File: src/rtl/ysyx_25040111_lsu.sv
// ysyx_25040111_lsu: memory / write-back stage. It runs an optional single data-memory access,
// then writes the GPR/CSR files and retires with a one-cycle finish pulse.
// Optional build macro: YSYX_25040111_MISALIGN_TRAP_EN (trap misaligned half/word accesses).
module ysyx_25040111_lsu (
    input  logic        clock,
    input  logic        reset,
    input  logic        exu_valid,
    output logic        exu_ready,
    input  logic        exu_men,
    input  logic        exu_write,
    input  logic [31:0] exu_addr,
    input  logic [31:0] exu_wdata,
    input  logic [1:0]  exu_mask,
    input  logic        exu_rsign,
    input  logic [4:0]  exu_ard,
    input  logic [31:0] exu_rd,
    input  logic        exu_gen,
    input  logic [11:0] exu_acsr,
    input  logic [31:0] exu_csr,
    input  logic        exu_sen,
    input  logic [31:0] exu_pc,
    input  logic        erri,
    input  logic [3:0]  errtpi,
    output logic        mem_req_valid,
    input  logic        mem_req_ready,
    output logic        mem_req_write,
    output logic [31:0] mem_req_addr,
    output logic [31:0] mem_req_wdata,
    output logic [3:0]  mem_req_wstrb,
    input  logic        mem_rsp_valid,
    input  logic [31:0] mem_rsp_rdata,
    input  logic        mem_rsp_err,
    output logic        gpr_wen,
    output logic [4:0]  gpr_waddr,
    output logic [31:0] gpr_wdata,
    output logic        csr_wen,
    output logic [11:0] csr_waddr,
    output logic [31:0] csr_wdata,
    output logic        finish,
    output logic [4:0]  frd,
    output logic        erro,
    output logic [3:0]  errtpo,
    output logic [31:0] erro_pc
);

    typedef enum logic [1:0] {
        ST_IDLE = 2'd0,
        ST_REQ  = 2'd1,
        ST_RSP  = 2'd2,
        ST_WB   = 2'd3
    } state_t;

    localparam logic [3:0] CAUSE_LD_MIS   = 4'd4;
    localparam logic [3:0] CAUSE_LD_FAULT = 4'd5;
    localparam logic [3:0] CAUSE_ST_MIS   = 4'd6;
    localparam logic [3:0] CAUSE_ST_FAULT = 4'd7;

    function automatic logic [31:0] align_addr(input logic [31:0] a, input logic [1:0] m);
        case (m)
            2'b10:   align_addr = {a[31:1], 1'b0};
            2'b11:   align_addr = {a[31:2], 2'b00};
            default: align_addr = a;
        endcase
    endfunction

    function automatic logic [3:0] lane_strb(input logic [1:0] a, input logic [1:0] m);
        case (m)
            2'b10:   lane_strb = 4'b0011 << {a[1], 1'b0};
            2'b11:   lane_strb = 4'b1111;
            default: lane_strb = 4'b0001 << a;
        endcase
    endfunction

    function automatic logic [31:0] store_replicate(input logic [31:0] d, input logic [1:0] m);
        case (m)
            2'b10:   store_replicate = {2{d[15:0]}};
            2'b11:   store_replicate = d;
            default: store_replicate = {4{d[7:0]}};
        endcase
    endfunction

    function automatic logic [31:0] load_extract(input logic [31:0] d, input logic [1:0] a,
                                                 input logic [1:0] m, input logic s);
        logic [31:0] lane;
        lane = d >> {a, 3'b000};
        case (m)
            2'b10:   load_extract = {{16{s & lane[15]}}, lane[15:0]};
            2'b11:   load_extract = d;
            default: load_extract = {{24{s & lane[7]}}, lane[7:0]};
        endcase
    endfunction

`ifdef YSYX_25040111_MISALIGN_TRAP_EN
    function automatic logic is_misaligned(input logic [1:0] a, input logic [1:0] m);
        case (m)
            2'b10:   is_misaligned = a[0];
            2'b11:   is_misaligned = (a != 2'b00);
            default: is_misaligned = 1'b0;
        endcase
    endfunction
`endif

    state_t      r_state;
    state_t      w_next_state;
    logic        w_accept;
    logic        w_misalign;
    logic        w_acc_err;
    logic [3:0]  w_acc_cause;
    logic        w_in_req;
    logic        w_in_wb;
    logic        w_is_load;
    logic        w_is_store;

    logic        r_men;
    logic        r_write;
    logic [31:0] r_addr;
    logic [31:0] r_wdata;
    logic [1:0]  r_mask;
    logic        r_rsign;
    logic [4:0]  r_ard;
    logic [31:0] r_rd;
    logic        r_gen;
    logic [11:0] r_acsr;
    logic [31:0] r_csr;
    logic        r_sen;
    logic [31:0] r_pc;
    logic        r_err;
    logic [3:0]  r_errtp;
    logic [31:0] r_rdata;

    assign w_accept = exu_valid & (r_state == ST_IDLE);

`ifdef YSYX_25040111_MISALIGN_TRAP_EN
    assign w_misalign = exu_men & is_misaligned(exu_addr[1:0], exu_mask);
`else
    assign w_misalign = 1'b0;
`endif

    // Exception raised at accept time: upstream cause outranks a misaligned access
    always_comb begin
        w_acc_err   = 1'b0;
        w_acc_cause = 4'd0;
        if (erri) begin
            w_acc_err   = 1'b1;
            w_acc_cause = errtpi;
        end else if (w_misalign) begin
            w_acc_err   = 1'b1;
            w_acc_cause = exu_write ? CAUSE_ST_MIS : CAUSE_LD_MIS;
        end else begin
            w_acc_err   = 1'b0;
            w_acc_cause = 4'd0;
        end
    end

    // State register
    always_ff @(posedge clock) begin
        if (reset) begin
            r_state <= ST_IDLE;
        end else begin
            r_state <= w_next_state;
        end
    end

    // Next-state decode; a faulted instruction skips the bus and goes straight to write-back
    always_comb begin
        w_next_state = r_state;
        case (r_state)
            ST_IDLE: begin
                if (w_accept) begin
                    if (exu_men & ~w_acc_err) begin
                        w_next_state = ST_REQ;
                    end else begin
                        w_next_state = ST_WB;
                    end
                end else begin
                    w_next_state = ST_IDLE;
                end
            end
            ST_REQ: begin
                if (mem_req_ready) begin
                    w_next_state = ST_RSP;
                end else begin
                    w_next_state = ST_REQ;
                end
            end
            ST_RSP: begin
                if (mem_rsp_valid) begin
                    w_next_state = ST_WB;
                end else begin
                    w_next_state = ST_RSP;
                end
            end
            ST_WB:   w_next_state = ST_IDLE;
            default: w_next_state = ST_IDLE;
        endcase
    end

    // Capture the instruction on accept and the bus response when it arrives
    always_ff @(posedge clock) begin
        if (reset) begin
            r_men   <= 1'b0;
            r_write <= 1'b0;
            r_addr  <= 32'd0;
            r_wdata <= 32'd0;
            r_mask  <= 2'd0;
            r_rsign <= 1'b0;
            r_ard   <= 5'd0;
            r_rd    <= 32'd0;
            r_gen   <= 1'b0;
            r_acsr  <= 12'd0;
            r_csr   <= 32'd0;
            r_sen   <= 1'b0;
            r_pc    <= 32'd0;
            r_err   <= 1'b0;
            r_errtp <= 4'd0;
            r_rdata <= 32'd0;
        end else if (w_accept) begin
            r_men   <= exu_men;
            r_write <= exu_write;
            r_addr  <= align_addr(exu_addr, exu_mask);
            r_wdata <= exu_wdata;
            r_mask  <= exu_mask;
            r_rsign <= exu_rsign;
            r_ard   <= exu_ard;
            r_rd    <= exu_rd;
            r_gen   <= exu_gen;
            r_acsr  <= exu_acsr;
            r_csr   <= exu_csr;
            r_sen   <= exu_sen;
            r_pc    <= exu_pc;
            r_err   <= w_acc_err;
            r_errtp <= w_acc_cause;
        end else if ((r_state == ST_RSP) && mem_rsp_valid) begin
            r_rdata <= mem_rsp_rdata;
            if (mem_rsp_err) begin
                r_err   <= 1'b1;
                r_errtp <= r_write ? CAUSE_ST_FAULT : CAUSE_LD_FAULT;
            end
        end
    end

    assign w_in_req   = (r_state == ST_REQ);
    assign w_in_wb    = (r_state == ST_WB);
    assign w_is_load  = r_men & ~r_write;
    assign w_is_store = r_men & r_write;

    // Every output below is a decode of flops only, so nothing combinational reaches the ports
    assign exu_ready     = (r_state == ST_IDLE);
    assign mem_req_valid = w_in_req;
    assign mem_req_write = w_in_req & r_write;
    assign mem_req_addr  = w_in_req ? r_addr : 32'd0;
    assign mem_req_wdata = (w_in_req & r_write) ? store_replicate(r_wdata, r_mask) : 32'd0;
    assign mem_req_wstrb = (w_in_req & r_write) ? lane_strb(r_addr[1:0], r_mask) : 4'd0;

    assign finish    = w_in_wb;
    assign frd       = w_in_wb ? r_ard : 5'd0;
    assign gpr_wen   = w_in_wb & r_gen & ~r_err & (r_ard != 5'd0) & ~w_is_store;
    assign gpr_waddr = w_in_wb ? r_ard : 5'd0;
    assign gpr_wdata = w_in_wb ? (w_is_load ? load_extract(r_rdata, r_addr[1:0], r_mask, r_rsign)
                                            : r_rd)
                               : 32'd0;
    assign csr_wen   = w_in_wb & r_sen & ~r_err;
    assign csr_waddr = w_in_wb ? r_acsr : 12'd0;
    assign csr_wdata = w_in_wb ? r_csr : 32'd0;
    assign erro      = w_in_wb & r_err;
    assign errtpo    = (w_in_wb & r_err) ? r_errtp : 4'd0;
    assign erro_pc   = (w_in_wb & r_err) ? r_pc : 32'd0;

endmodule

File: config.mk
export PLATFORM = sky130hd
export DESIGN_NAME = ysyx_25040111_lsu
export DESIGN_NICKNAME = d
export VERILOG_FILES = /design/src/rtl/ysyx_25040111_lsu.sv
export SDC_FILE = /design/constraint.sdc
export NUM_CORES = 1
export LEC_CHECK = 0
export BUFFER_PORTS_ARGS = -buffer_cell sky130_fd_sc_hd__buf_4
export CAP_MARGIN = 20
export CORE_AREA = 2 2 166 168
export CTS_BUF_LIST = sky130_fd_sc_hd__clkbuf_4 sky130_fd_sc_hd__clkbuf_8
export DETAILED_ROUTE_END_ITERATION = 7
export DIE_AREA = 0 0 168 170
export GPL_TIMING_DRIVEN = 0
export PLACE_DENSITY = 0.71
export SLEW_MARGIN = 10
export SYNTH_ARGS = -nofsm -noshare
export SYNTH_HDL_FRONTEND = slang
export SYNTH_SLANG_ARGS = --single-unit
File: constraint.sdc
create_clock -name clock -period 2.2 [get_ports clock]
set_clock_uncertainty 0.2 [all_clocks]
set_input_delay 0.11 -clock clock [delete_from_list [all_inputs] [get_ports clock]]
set_output_delay 0.11 -clock clock [all_outputs]
set_load 0.02 [all_outputs]
# Word level (Yosys, flattened, before mapping)
# Cells that the tools add are included.
# totals
reg_bits	223
latchBits	0
mem_bits_rw	0
romBits	0
in_bits	227
out_inout_bits	197
wordCells	81
memories	0
# classes
add_sub_neg	0
mul	0
div_mod_pow	0
magnitude_cmp	0
eq_ne	7
shifts	3
n_mux	28
bitwise	19
n_reduce_logical	7
# op_table
cell	count
$mux W32	6
$pmux W32 S2	2
$shr A32 B5 Y16	1
$mux W4	6
$and A1 B1 Y1	14
$eq A2 B2 Y1 const B	6
$mux W12	1
$mux W2	4
$pmux W2 S4	1
$pmux W4 S2	1
$mux W1	5
$mux W5	1
$not A1 Y1	5
$reduce_bool A5 Y1	1
$pmux W2 S2	1
$reduce_and A2 Y1	2
$reduce_bool A2 Y1	2
$shl A1 B2 Y4 const A	1
$shl A2 B2 Y4 const A	1
$eq A2 B1 Y1 const B	1
$logic_not A2 Y1	1
$logic_and A1 B1 Y1	1

# Logic depth before layout (Yosys ltp)
# logic_depth
ltp_word	6
mapped_depth	7

# Worst setup path after synthesis
# No wires, ideal clock.
# synth_timing
path_type	register -> output
start	register r_addr[1]
end	output gpr_wdata[10]
arrival_ps	1684
slack_ps	206
path_stages_with_launch	6
n_path_buf	1
path_cell_list	dfxtp_1 buf_6 mux2_4 a31oi_1 a211o_1 o31ai_1
# synth_between
elab_chain_cells	5
# synth_rtl
element	line	rtl
start: declaration	116	logic [31:0] r_addr;
start signal: assignment	220	r_addr <= align_addr(exu_addr, exu_mask);
$shr A32 B5 Y16 (*)	85	lane = d >> {a, 3'b000};
$and A1 B1 Y1	89	default: load_extract = {{24{s & lane[7]}}, lane[7:0]};
$pmux W32 S2 (*)	86	case (m)
$mux W32 (*) (2 in a row)	259	assign gpr_wdata = w_in_wb ? (w_is_load ? load_extract(r_rdata, r_addr[1:0], r_mask, r_rsign)
end: declaration	35	output logic [31:0] gpr_wdata,
# Mark *: on every way between the ends. The rest lies on a longest branch, timed or not.

# Worst setup path after layout
# layout_timing
start	register r_addr[1]
end	output gpr_wdata[14]
# Same word-level chain as after synthesis.

==> impl_metrics.tcl <==
set metrics [dict create \
    p_sw_share_pct 28.9 \
    busiest_layer "met2" \
    clk_pin_slew_ns 0.06 \
    critPathRequiredTime_ns 1.89 \
    drt_pass1_iterations 7 \
    endpoint_kind "output pin" \
    fin_ws_ns -0.261 \
    root_buffer "clkbuf_8" \
    via_per_inst 5.30 \
    insertion_delay_ns 0.52 \
    vias 12900 \
    max_stage_delay_ns 0.44 \
    period_minus_slack_ns 2.46 \
    nets 2289 \
    use_met3_pct 7.02 \
    p_leak_nw 7.85 \
    avgSynthCellArea_um2 7.37 \
    critPathMaxFanout 8 \
    path_class "register to output pin" \
    cp_top_family "compound AO/OA/AOI/OAI gates" \
    crit_arrival_ns 2.15 \
    gr-usage-met2_pct 53.3 \
    drive_gt1_share_pct 32.4 \
    min_delay_worst_endpoint "r_errtp[3]$_SDFFE_PP0P_" \
    slew_headroom_pct 39.2 \
    fp.coreArea_um2 26700 \
    area_growth_pct 80.1 \
    cts_buffers 41 \
    gp_congestion 0.942 \
    slew_viol_final 0 \
    overflow 0 \
    start_util_pct 37.5 \
    finalPower_mw 11.2 \
    rsz0062_at_grt "true" \
    nFillCells 1983 \
    die_x_um 168 \
    clockBufferDepth 3 \
    place_area_um2 13600 \
    holdPathStages 3 \
    crit_buf_inv 2 \
    startpoint_type "register" \
    grt_max_degree 12 \
    r2r_end "r_pc[30]$_SDFFE_PP0P_" \
    holdCritStartpoint "reset" \
    h-tree-depth 2 \
    r2r_start "r_state[0]$_SDFF_PP0_" \
    rr_worst_depth 8 \
    wirelength_um 46300 \
    ys_seq_area_share_pct 44.7 \
    worst_path_max_delay_cell "a211o_4" \
    fp.dieArea_um2 28600 \
    max_cap_violations 0 \
    syn_area_um2 9980 \
    hold-worst-slack_ns 0.0495 \
    die_h_um 170 \
    grtUsageMet1_pct 34.3 \
    dp_hpwl_um 31100 \
    drc_errors 0 \
    synth_warnings 0 \
    final_common_cell "nand2_1" \
    reg2reg_slack_ns 0.03 \
    grt_antenna_before_repair 2 \
    power_frac_clock_pct 38.7 \
    synth_cell_types 43 \
    grt_usage_pct 30.4 \
    drtAntennaViolNets 0 \
    max_freq_mhz 406 \
    cp_common_cell "buf_6" \
    critical_path.cell_chain "buf_6 -> mux2_4 -> a31oi_2 -> a211o_4 -> o31ai_4 -> buf_6" \
    violations "negative setup slack" \
    finalSetupViolCount 45 \
    hold_class "primary input to register" \
    intPower_mw 7.95 \
    pwr-share-comb_pct 20.6 \
    wire_per_inst_um 19.0 \
    grt_pass1_vias 12900 \
    fin_crit_sh_pct 112 \
    finalHoldViolations 0 \
    peakVddDrop_uv 426 \
    worst_slew_pin_slew_ns 0.912 \
    drt-initial-drc-count 1058 \
    design_area_um2 18000 \
    ys_seq_elements 223 \
    io_pins 424 \
    grt_first_pass_wirelength_um 68800 \
    num_rows 60 \
    status "finished, violations left" \
    port_buffers 422 \
    mostFrequentLayoutCells "460 x nand2_1, 404 x buf_4, 228 x dlygate4sd3_1" \
    seqPwrFrac_pct 40.7 \
    power_switching_mw 3.23 \
    synth_nets 1582 \
    powerDensity_nw_per_um2 622 \
    syn_inst 1355 \
    clock-sinks 223 \
    tritoncts "yes" \
]
registers in the layout, indices dropped and copies added (netlist names), 2 cells and up:
| register | count |
|---|---|
| r_addr | 32 |
| r_csr | 32 |
| r_pc | 32 |
| r_rd | 32 |
| r_rdata | 32 |
| r_wdata | 32 |
| r_acsr | 12 |
| r_ard | 5 |
| r_errtp | 4 |
| r_mask | 2 |
| r_state | 2 |
cells in the mapped netlist (all sizes together):
master     n  area [um^2]
buf       50          272
o21ai     14         73.8
nor2b      4         25.0
nand4b     1         8.76
nand2b     4         25.0
a221oi     8         70.1
o211a      1         10.0
o31ai      7         52.6
dfxtp    223         4460
a221o     16          160
inv        2         7.51
a31oi      4         31.3
a21o       1         7.51
mux2i     24          240
nand3      4         20.0
nand3b     3         22.5
clkinv     2         7.51
or4        1         7.51
and2b      1         7.51
and2      69          432
and4       1         8.76
nor4       1         6.26
nor2      54          203
a311oi     1         8.76
nor3b      4         30.0
and3      58          363
and3b      1         8.76
o2bb2ai    7         61.3
a21oi    230         1150
a211o      1         8.76
nand2    463         1740
nor3       4         25.0
a211oi    15          113
a32oi      1         8.76
mux2       2         30.0
clkbuf    73          275
power groups by stage:
stage	Sequential, mW	Clock, mW	Combinational, mW
finish	4.55	4.32	2.30
global route	4.57	4.56	2.47
CTS	4.53	4.36	2.18
detailed placement	4.60	0	1.70
global placement	4.59	0	1.67
floorplan	4.53	0	0.949
final cells by class:
cell class                 instances  area (um^2)  share of cell area [%]
clock inverter                     6         82.6                   0.459
sequential                       223         4470                    24.9
tap                              341          427                    2.37
inverter                           4         27.5                   0.153
clock buffer                      65          807                    4.49
multi-input combinational       1005         5580                    31.0
buffer                           118          744                    4.14
antenna                            3         7.51                  0.0418
timing repair buffer             669         5830                    32.4
repair_timing:
item                       in CTS  in global routing
setup endpoints to repair     173                182
cloned                          5                  0
hold endpoints to repair      223                  0
setup buffers                  11                  3
hold buffers                  228                  0
resized for setup             212                 76
pin swaps                      25                  5
per-layer routing:
metal | vias up | share of wire [%]
li1 | 5921 | -
met1 | 6024 | 37
met2 | 767 | 49
met3 | 179 | 8.7
met4 | 0 | 5.3
met5 | - | 0
worst max path at each step:
stage	from	endpoint	slack, ns	cells after the start
6_report	r_addr[1]$_SDFFE_PP0P_	gpr_wdata[14]	-0.26	6
3_5_place_dp	r_state[0]$_SDFF_PP0_	mem_req_wdata[9]	-0.34	7
4_1_cts	r_addr[1]$_SDFFE_PP0P_	gpr_wdata[8]	-0.26	6
5_1_grt	r_addr[1]$_SDFFE_PP0P_	gpr_wdata[14]	-0.34	6
3_3_place_gp	r_state[0]$_SDFF_PP0_	mem_req_wdata[9]	-0.39	7
2_1_floorplan	r_addr[1]$_SDFFE_PP0P_	gpr_wdata[10]	0.21	5
worst register-to-register path, delay by kind of cell, from the launching register on:
kind / cells / cell delay [ns]
buf+inv: 5 / 1.07
flops: 1 / 0.36
compound gates: 1 / 0.19
simple gates: 2 / 0.29
logic make-up after synthesis:
group           Yosys count  share of synthesized area [%]
compound gates          306                           17.6
buf+inv                 127                           5.63
flops                   223                           44.7
mux                      26                           2.71
simple gates            673                           29.4
metrics by stage:
| step | setup WS, ns | instances | setup TNS [ns] | utilization [%] |
|---|---|---|---|---|
| after floorplan | 0.206 | 1355 | 0 | - |
| after detailed placement | -0.340 | 2118 | -16.17 | 50.9 |
| after global routing | -0.337 | 2433 | -10.28 | 67.5 |
| after CTS | -0.265 | 2429 | -9.19 | 66.5 |
| final | -0.261 | 2434 | -6.54 | 67.5 |
| after global placement | -0.391 | 2118 | -18.33 | 50.9 |
(Power assumes the default switching activity.)
